### config.mk
export PLATFORM = sky130hd
export DESIGN_NAME = turn_scheduler_flat
export DESIGN_NICKNAME = d
export VERILOG_FILES = /design/src/rtl/chicken_pkg.sv /design/src/rtl/turn_scheduler_if.sv /design/src/rtl/next_player_sel.sv /design/src/rtl/turn_scheduler.sv /design/src/flat_wrapper.sv
export SDC_FILE = /design/constraint.sdc
export NUM_CORES = 1
export LEC_CHECK = 0
export BUFFER_PORTS_ARGS = -buffer_cell sky130_fd_sc_hd__buf_2
export CORE_MARGIN = 1.5
export CORE_UTILIZATION = 43
export DETAILED_ROUTE_END_ITERATION = 12
export GPL_TIMING_DRIVEN = 0
export PLACE_DENSITY_LB_ADDON = 0.15
export SYNTH_ARGS = -nofsm -noshare
export SYNTH_HDL_FRONTEND = slang
export SYNTH_SLANG_ARGS = --single-unit
### constraint.sdc
create_clock -name clk -period 2.2 [get_ports clk]
set_input_delay 0.22 -clock clk [delete_from_list [all_inputs] [get_ports clk]]
set_output_delay 0.22 -clock clk [all_outputs]
set_load 0.005 [all_outputs]
### src/rtl/chicken_pkg.sv
// Shared constants and state encodings for the turn scheduler.
// Provides player count/width and the 2-bit FSM state type.
package chicken_pkg;
  localparam int NUM_PLAYERS = 4;
  localparam int PLAYER_W    = 2;

  typedef enum logic [1:0] {
    ST_IDLE = 2'd0,
    ST_PLAY = 2'd1,
    ST_OVER = 2'd2
  } state_e;
endpackage

### src/rtl/turn_scheduler_if.sv
// Game-control bundle between game logic (master) and scheduler (slave).
// Inputs: start, active, turn_done, win; outputs: T, flags, winner.
interface turn_scheduler_if;
  import chicken_pkg::*;

  logic                start;
  logic [3:0]          active;
  logic                turn_done;
  logic                win;
  logic [PLAYER_W-1:0] T;
  logic                turn_valid;
  logic                turn_start;
  logic                timeout;
  logic                game_over;
  logic [PLAYER_W-1:0] winner;

  modport master (
    output start, active, turn_done, win,
    input  T, turn_valid, turn_start,
    input  timeout, game_over, winner
  );

  modport slave (
    input  start, active, turn_done, win,
    output T, turn_valid, turn_start,
    output timeout, game_over, winner
  );
endinterface

### src/rtl/next_player_sel.sv
// Combinational round-robin pick of the next present player.
// Ports: cur, active, include_zero_base in; next, none out.
module next_player_sel
  import chicken_pkg::*;
(
  input  logic [PLAYER_W-1:0] cur,
  input  logic [3:0]          active,
  input  logic                include_zero_base,
  output logic [PLAYER_W-1:0] next,
  output logic                none
);

  logic [PLAYER_W-1:0] base;
  logic [PLAYER_W-1:0] idx;
  logic                found;

  // Scan base, base+1, ... mod 4; from cur+1 this ends on cur,
  // so a lone active player keeps the turn.
  always_comb begin
    next  = cur;
    none  = (active == 4'b0000);
    found = 1'b0;
    idx   = '0;
    base  = include_zero_base ? '0 : cur + 2'd1;
    for (int k = 0; k < NUM_PLAYERS; k++) begin
      idx = base + PLAYER_W'(k);
      if (!found && active[idx]) begin
        next  = idx;
        found = 1'b1;
      end
    end
  end

endmodule

### src/rtl/turn_scheduler.sv
// Turn sequencer: rotates T over present players, ends turns on
// done/timeout/dropout, latches the winner. Ports: clk, rst, bus.
module turn_scheduler
  import chicken_pkg::*;
#(
  parameter int TURN_TICKS = 1000,
  parameter int TIMER_W    = $clog2(TURN_TICKS)
) (
  input  logic             clk,
  input  logic             rst,
  turn_scheduler_if.slave  bus
);

  state_e              state_q, state_d;
  logic [PLAYER_W-1:0] t_q, t_d;
  logic [TIMER_W-1:0]  timer_q, timer_d;
  logic                valid_q, valid_d;
  logic                tstart_q, tstart_d;
  logic                tmo_q, tmo_d;
  logic                over_q, over_d;
  logic [PLAYER_W-1:0] winner_q, winner_d;

  logic [PLAYER_W-1:0] sel;
  logic                sel_none;
  logic                tick_end;
  logic                dropout;

  // Outside PLAY the selector serves start, which scans from 0.
  next_player_sel u_sel (
    .cur               (t_q),
    .active            (bus.active),
    .include_zero_base (state_q != ST_PLAY),
    .next              (sel),
    .none              (sel_none)
  );

  assign tick_end = (timer_q == TIMER_W'(TURN_TICKS - 1));
  assign dropout  = !bus.active[t_q];

  always_comb begin
    state_d  = state_q;
    t_d      = t_q;
    timer_d  = timer_q;
    valid_d  = valid_q;
    tstart_d = 1'b0;
    tmo_d    = 1'b0;
    over_d   = over_q;
    winner_d = winner_q;
    unique case (state_q)
      ST_IDLE, ST_OVER: begin
        if (bus.start && !sel_none) begin
          state_d  = ST_PLAY;
          t_d      = sel;
          timer_d  = '0;
          valid_d  = 1'b1;
          tstart_d = 1'b1;
          over_d   = 1'b0;
        end
      end
      ST_PLAY: begin
        if (sel_none) begin
          state_d = ST_IDLE;
          timer_d = '0;
          valid_d = 1'b0;
        end else if (bus.win) begin
          state_d  = ST_OVER;
          timer_d  = '0;
          valid_d  = 1'b0;
          over_d   = 1'b1;
          winner_d = t_q;
        end else if (bus.turn_done || tick_end || dropout) begin
          t_d      = sel;
          timer_d  = '0;
          tstart_d = 1'b1;
          tmo_d    = tick_end && !bus.turn_done && !dropout;
        end else begin
          timer_d = timer_q + TIMER_W'(1);
        end
      end
      default: begin
        state_d = ST_IDLE;
        valid_d = 1'b0;
      end
    endcase
  end

  always_ff @(posedge clk) begin
    if (rst) begin
      state_q  <= ST_IDLE;
      t_q      <= '0;
      timer_q  <= '0;
      valid_q  <= 1'b0;
      tstart_q <= 1'b0;
      tmo_q    <= 1'b0;
      over_q   <= 1'b0;
      winner_q <= '0;
    end else begin
      state_q  <= state_d;
      t_q      <= t_d;
      timer_q  <= timer_d;
      valid_q  <= valid_d;
      tstart_q <= tstart_d;
      tmo_q    <= tmo_d;
      over_q   <= over_d;
      winner_q <= winner_d;
    end
  end

  assign bus.T          = t_q;
  assign bus.turn_valid = valid_q;
  assign bus.turn_start = tstart_q;
  assign bus.timeout    = tmo_q;
  assign bus.game_over  = over_q;
  assign bus.winner     = winner_q;

endmodule
### src/flat_wrapper.sv
// flat-port wrapper written by rule: the top's interface ports become plain ports
module turn_scheduler_flat import chicken_pkg::*;
#(
  parameter int TURN_TICKS = 1000,
  parameter int TIMER_W    = $clog2(TURN_TICKS)
)
  (clk, rst, bus_start, bus_active, bus_turn_done, bus_win, bus_T, bus_turn_valid, bus_turn_start, bus_timeout, bus_game_over, bus_winner);
  turn_scheduler_if bus_i ();
  input  logic clk;
  input  logic rst;
  input wire logic [$bits(bus_i.start)-1:0] bus_start;
  input wire logic [$bits(bus_i.active)-1:0] bus_active;
  input wire logic [$bits(bus_i.turn_done)-1:0] bus_turn_done;
  input wire logic [$bits(bus_i.win)-1:0] bus_win;
  output wire logic [$bits(bus_i.T)-1:0] bus_T;
  output wire logic [$bits(bus_i.turn_valid)-1:0] bus_turn_valid;
  output wire logic [$bits(bus_i.turn_start)-1:0] bus_turn_start;
  output wire logic [$bits(bus_i.timeout)-1:0] bus_timeout;
  output wire logic [$bits(bus_i.game_over)-1:0] bus_game_over;
  output wire logic [$bits(bus_i.winner)-1:0] bus_winner;
  assign bus_i.start = bus_start;
  assign bus_i.active = bus_active;
  assign bus_i.turn_done = bus_turn_done;
  assign bus_i.win = bus_win;
  assign bus_T = bus_i.T;
  assign bus_turn_valid = bus_i.turn_valid;
  assign bus_turn_start = bus_i.turn_start;
  assign bus_timeout = bus_i.timeout;
  assign bus_game_over = bus_i.game_over;
  assign bus_winner = bus_i.winner;
  turn_scheduler #(.TURN_TICKS(TURN_TICKS), .TIMER_W(TIMER_W)) u_core (.clk(clk), .rst(rst), .bus(bus_i));
endmodule
==> metrics.yaml <==
status: "finished clean"
min-delay-start: "bus_win"
synthArstFlopShare_pct: 0
yosys.area_share.simple_pct: 33.1
boundaryPins: 17
grt_pass1_vias: 1085
path_class: "flop to flop"
slew_violations: 0
required_ns: 2.39
ys_types: 51
cts_tree: "built"
drt_pass1_iterations: 6
synth-seq-cells: 20
drc: 0
p_clk_share_pct: 33.3
tns_ns: 0
clockBufferDepth: 2
reg2regPathDepth: 7
synth_largest_area_cell: "dfxtp_1"
syn_area_per_cell_um2: 8.33
syn2layout_area_growth_pct: 13.2
maxSlewHeadroom_pct: 69.3
crit_path_end_kind: "flop"
insertion_delay_ns: 0.31
dpl.hpwl_mm: 2.04
cts_made_buffers: 3
overflow: 0
core_um2: 2810
layout_common_cells: "buf_2, nor2_1, dfxtp_1, nand2_1"
min_path_cells: 2
synth_edf_count: 0
synthTopCellsByArea: "dfxtp_1, nor2_1, mux2i_1"
cp_data_arrival_time_ns: 2.15
cpMostUsedCell: "nor3_1"
row_count: 19
power.leakage_nw: 0.583
fin_util_pct: 52.5
fmax_mhz: 510
ctsHoldBuffers: 0
synth_top_area_share_pct: 30.8
powerDensity_nw_per_um2: 624
fin_nets: 187
ir_drop_mv: 0.446
antenna_found_initial: 0
syn_area_um2: 1300
post_cts_buffers: 0
finalSetupViolations: 0
path_buf_inv: 1
pwr-share-comb_pct: 24.5
period_needed_ns: 1.96
cts_resized: 0
ys_seq_area_share_pct: 30.8
cp_cell_sequence: "ha_1, inv_1, or4_4, a21oi_2, o21ai_1, nor3_1, nor3_1"
cts_max_level: 1
synthXorXnorAreaFrac_pct: 4.72
grt_max_degree: 13
synthCells: 156
worstReg2RegEnd: "u_core.bus.T[1]"
slowest_stage: "or4_4"
vias: 1158
critPathLaunchType: "flop"
p_int_uw: 658
start_util_pct: 46.3
routedWlPerCell_um: 13.1
antenna_left: 0
synth_fa_ha_area_share_pct: 0.962
die-area_um2: 3360
path_max_fanout: 5
r2r_setup_slack_ns: 0.24
synth_compound_area_share_pct: 19.5
root_buffer: "clkbuf_4"
clkTransAtPathRegs_ns: 0.12
max_stage_delay_ns: 0.55
clock-sinks: 20
drtIter0Drc: 41
layout-drive-gt1-share_pct: 26.7
yosys_warnings: 0
port_buffers: 16
synth_top_family_by_area: "simple AND/OR/NAND/NOR gates"
ys.flop_type: "dfxtp_1"
power_switching_uw: 260
gp_congestion: 0.883
hold_viol_final: 0
synthMuxAreaShare_pct: 5.39
final_common_cell: "buf_2"
switching_share_pct: 28.3
rsz0062_at_grt: "false"
die_h_um: 58.0
reg2reg_from: "u_core.timer_q[0]"
finalCritPeriodShare_pct: 89.2
grt_pass1_wl_mm: 4.93
hold_path_end: "u_core.state_q[0]"
maxCapViolCount: 0
critPathTopFamily: "simple AND/OR/NAND/NOR gates"
hold_path.class: "input port to flop"
synth_nets: 166
drt-total-wl_mm: 2.72
grt_util_all_layers_pct: 18.7
nFillCells: 277
viasPerCell: 5.59
p_seq_share_pct: 42.2
die-width_um: 58.0
max_slew.worst_pin.slew_ns: 0.456
diodes: 0
skew_ns: 0.00189
## layer usage
| layer | up-vias | GRT usage (%) | routed length (µm) |
|---|---|---|---|
| li1 | 600 | - | - |
| met5 | - | 0 | 0 |
| met3 | 4 | 4.46 | 116 |
| met1 | 529 | 27.8 | 1470 |
| met4 | 0 | 5.98 | 27 |
| met2 | 25 | 26.5 | 1100 |
## cell usage after synthesis, drive strengths merged (2+ instances only)
library cell,instances
nand2,13
clkbuf,2
nand4,4
o211ai,2
nand2b,3
nand3b,3
nand3,4
a21oi,8
mux2i,7
dfxtp,20
nor3,7
inv,2
nor3b,6
nor2b,3
or3,2
or2,3
buf,9
nor2,20
o21ai,9
xnor2,3
xor2,4
nor4,2
## sequential cells by signal, indices dropped and copies added, names as in the netlist
register and cells:
u_core.bus.turn_start 1, u_core.bus.T 2, u_core.timer_q 10, u_core.bus.turn_valid 1, u_core.bus.timeout 1, u_core.bus.game_over 1, u_core.state_q 2, u_core.bus.winner 2
## kinds of logic (layout without fill, tap and decap cells)
group,Yosys count,after routing
AND/OR/NAND/NOR,76,76
AO/OA/AOI/OAI,32,32
flip-flops,20,20
buffers and inverters,13,33
XOR/XNOR,7,7
multiplexers,7,7
adder cells (fa/ha/maj),1,1
## stage by stage
| step | instance area, µm² | std cells | power (mW) | worst slack (ns) | hold WS (ns) |
|---|---|---|---|---|---|
| CTS | 1470 | 207 | 0.924 | 0.226 | 0.162 |
| floorplan | 1300 | 156 | 0.564 | 0.420 | 0.331 |
| finish | 1470 | 207 | 0.918 | 0.238 | 0.176 |
| detailed placement | 1420 | 203 | 0.619 | 0.252 | 0.453 |
| global placement | 1420 | 203 | 0.616 | 0.255 | 0.448 |
| global route | 1470 | 207 | 0.967 | 0.102 | 0.152 |
## power groups by stage
stage	registers, mW	logic [mW]	clock network [mW]
6_report	0.388	0.225	0.305
5_1_grt	0.391	0.248	0.329
4_1_cts	0.388	0.224	0.313
3_5_place_dp	0.396	0.223	0
3_3_place_gp	0.396	0.220	0
2_1_floorplan	0.396	0.167	0
## worst max path at each step
| stage | start | to | slack (ns) | cells past startpoint |
|---|---|---|---|---|
| after detailed placement | u_core.timer_q[0] | u_core.bus.T[1] | 0.25 | 7 |
| after global placement | u_core.timer_q[0] | u_core.bus.T[1] | 0.26 | 7 |
| final | u_core.timer_q[0] | u_core.bus.T[1] | 0.24 | 7 |
| after CTS | u_core.timer_q[0] | u_core.bus.T[1] | 0.23 | 7 |
| after global routing | u_core.timer_q[1] | u_core.bus.T[1] | 0.10 | 7 |
| after floorplan | u_core.timer_q[0] | u_core.bus.T[1] | 0.42 | 7 |
## cell type report
type                    instances  area, µm²  area share, %
clock inverters                 1       30.0           2.04
multi-input cells             123        828           56.3
repair buffers                 16       80.1           5.44
inverters                       2       7.51          0.510
well taps                      31       38.8           2.64
clock buffers                   3       22.5           1.53
plain buffers                  11       63.8           4.34
flip-flops and latches         20        400           27.2
No activity file was read; power rests on OpenSTA's default activity.
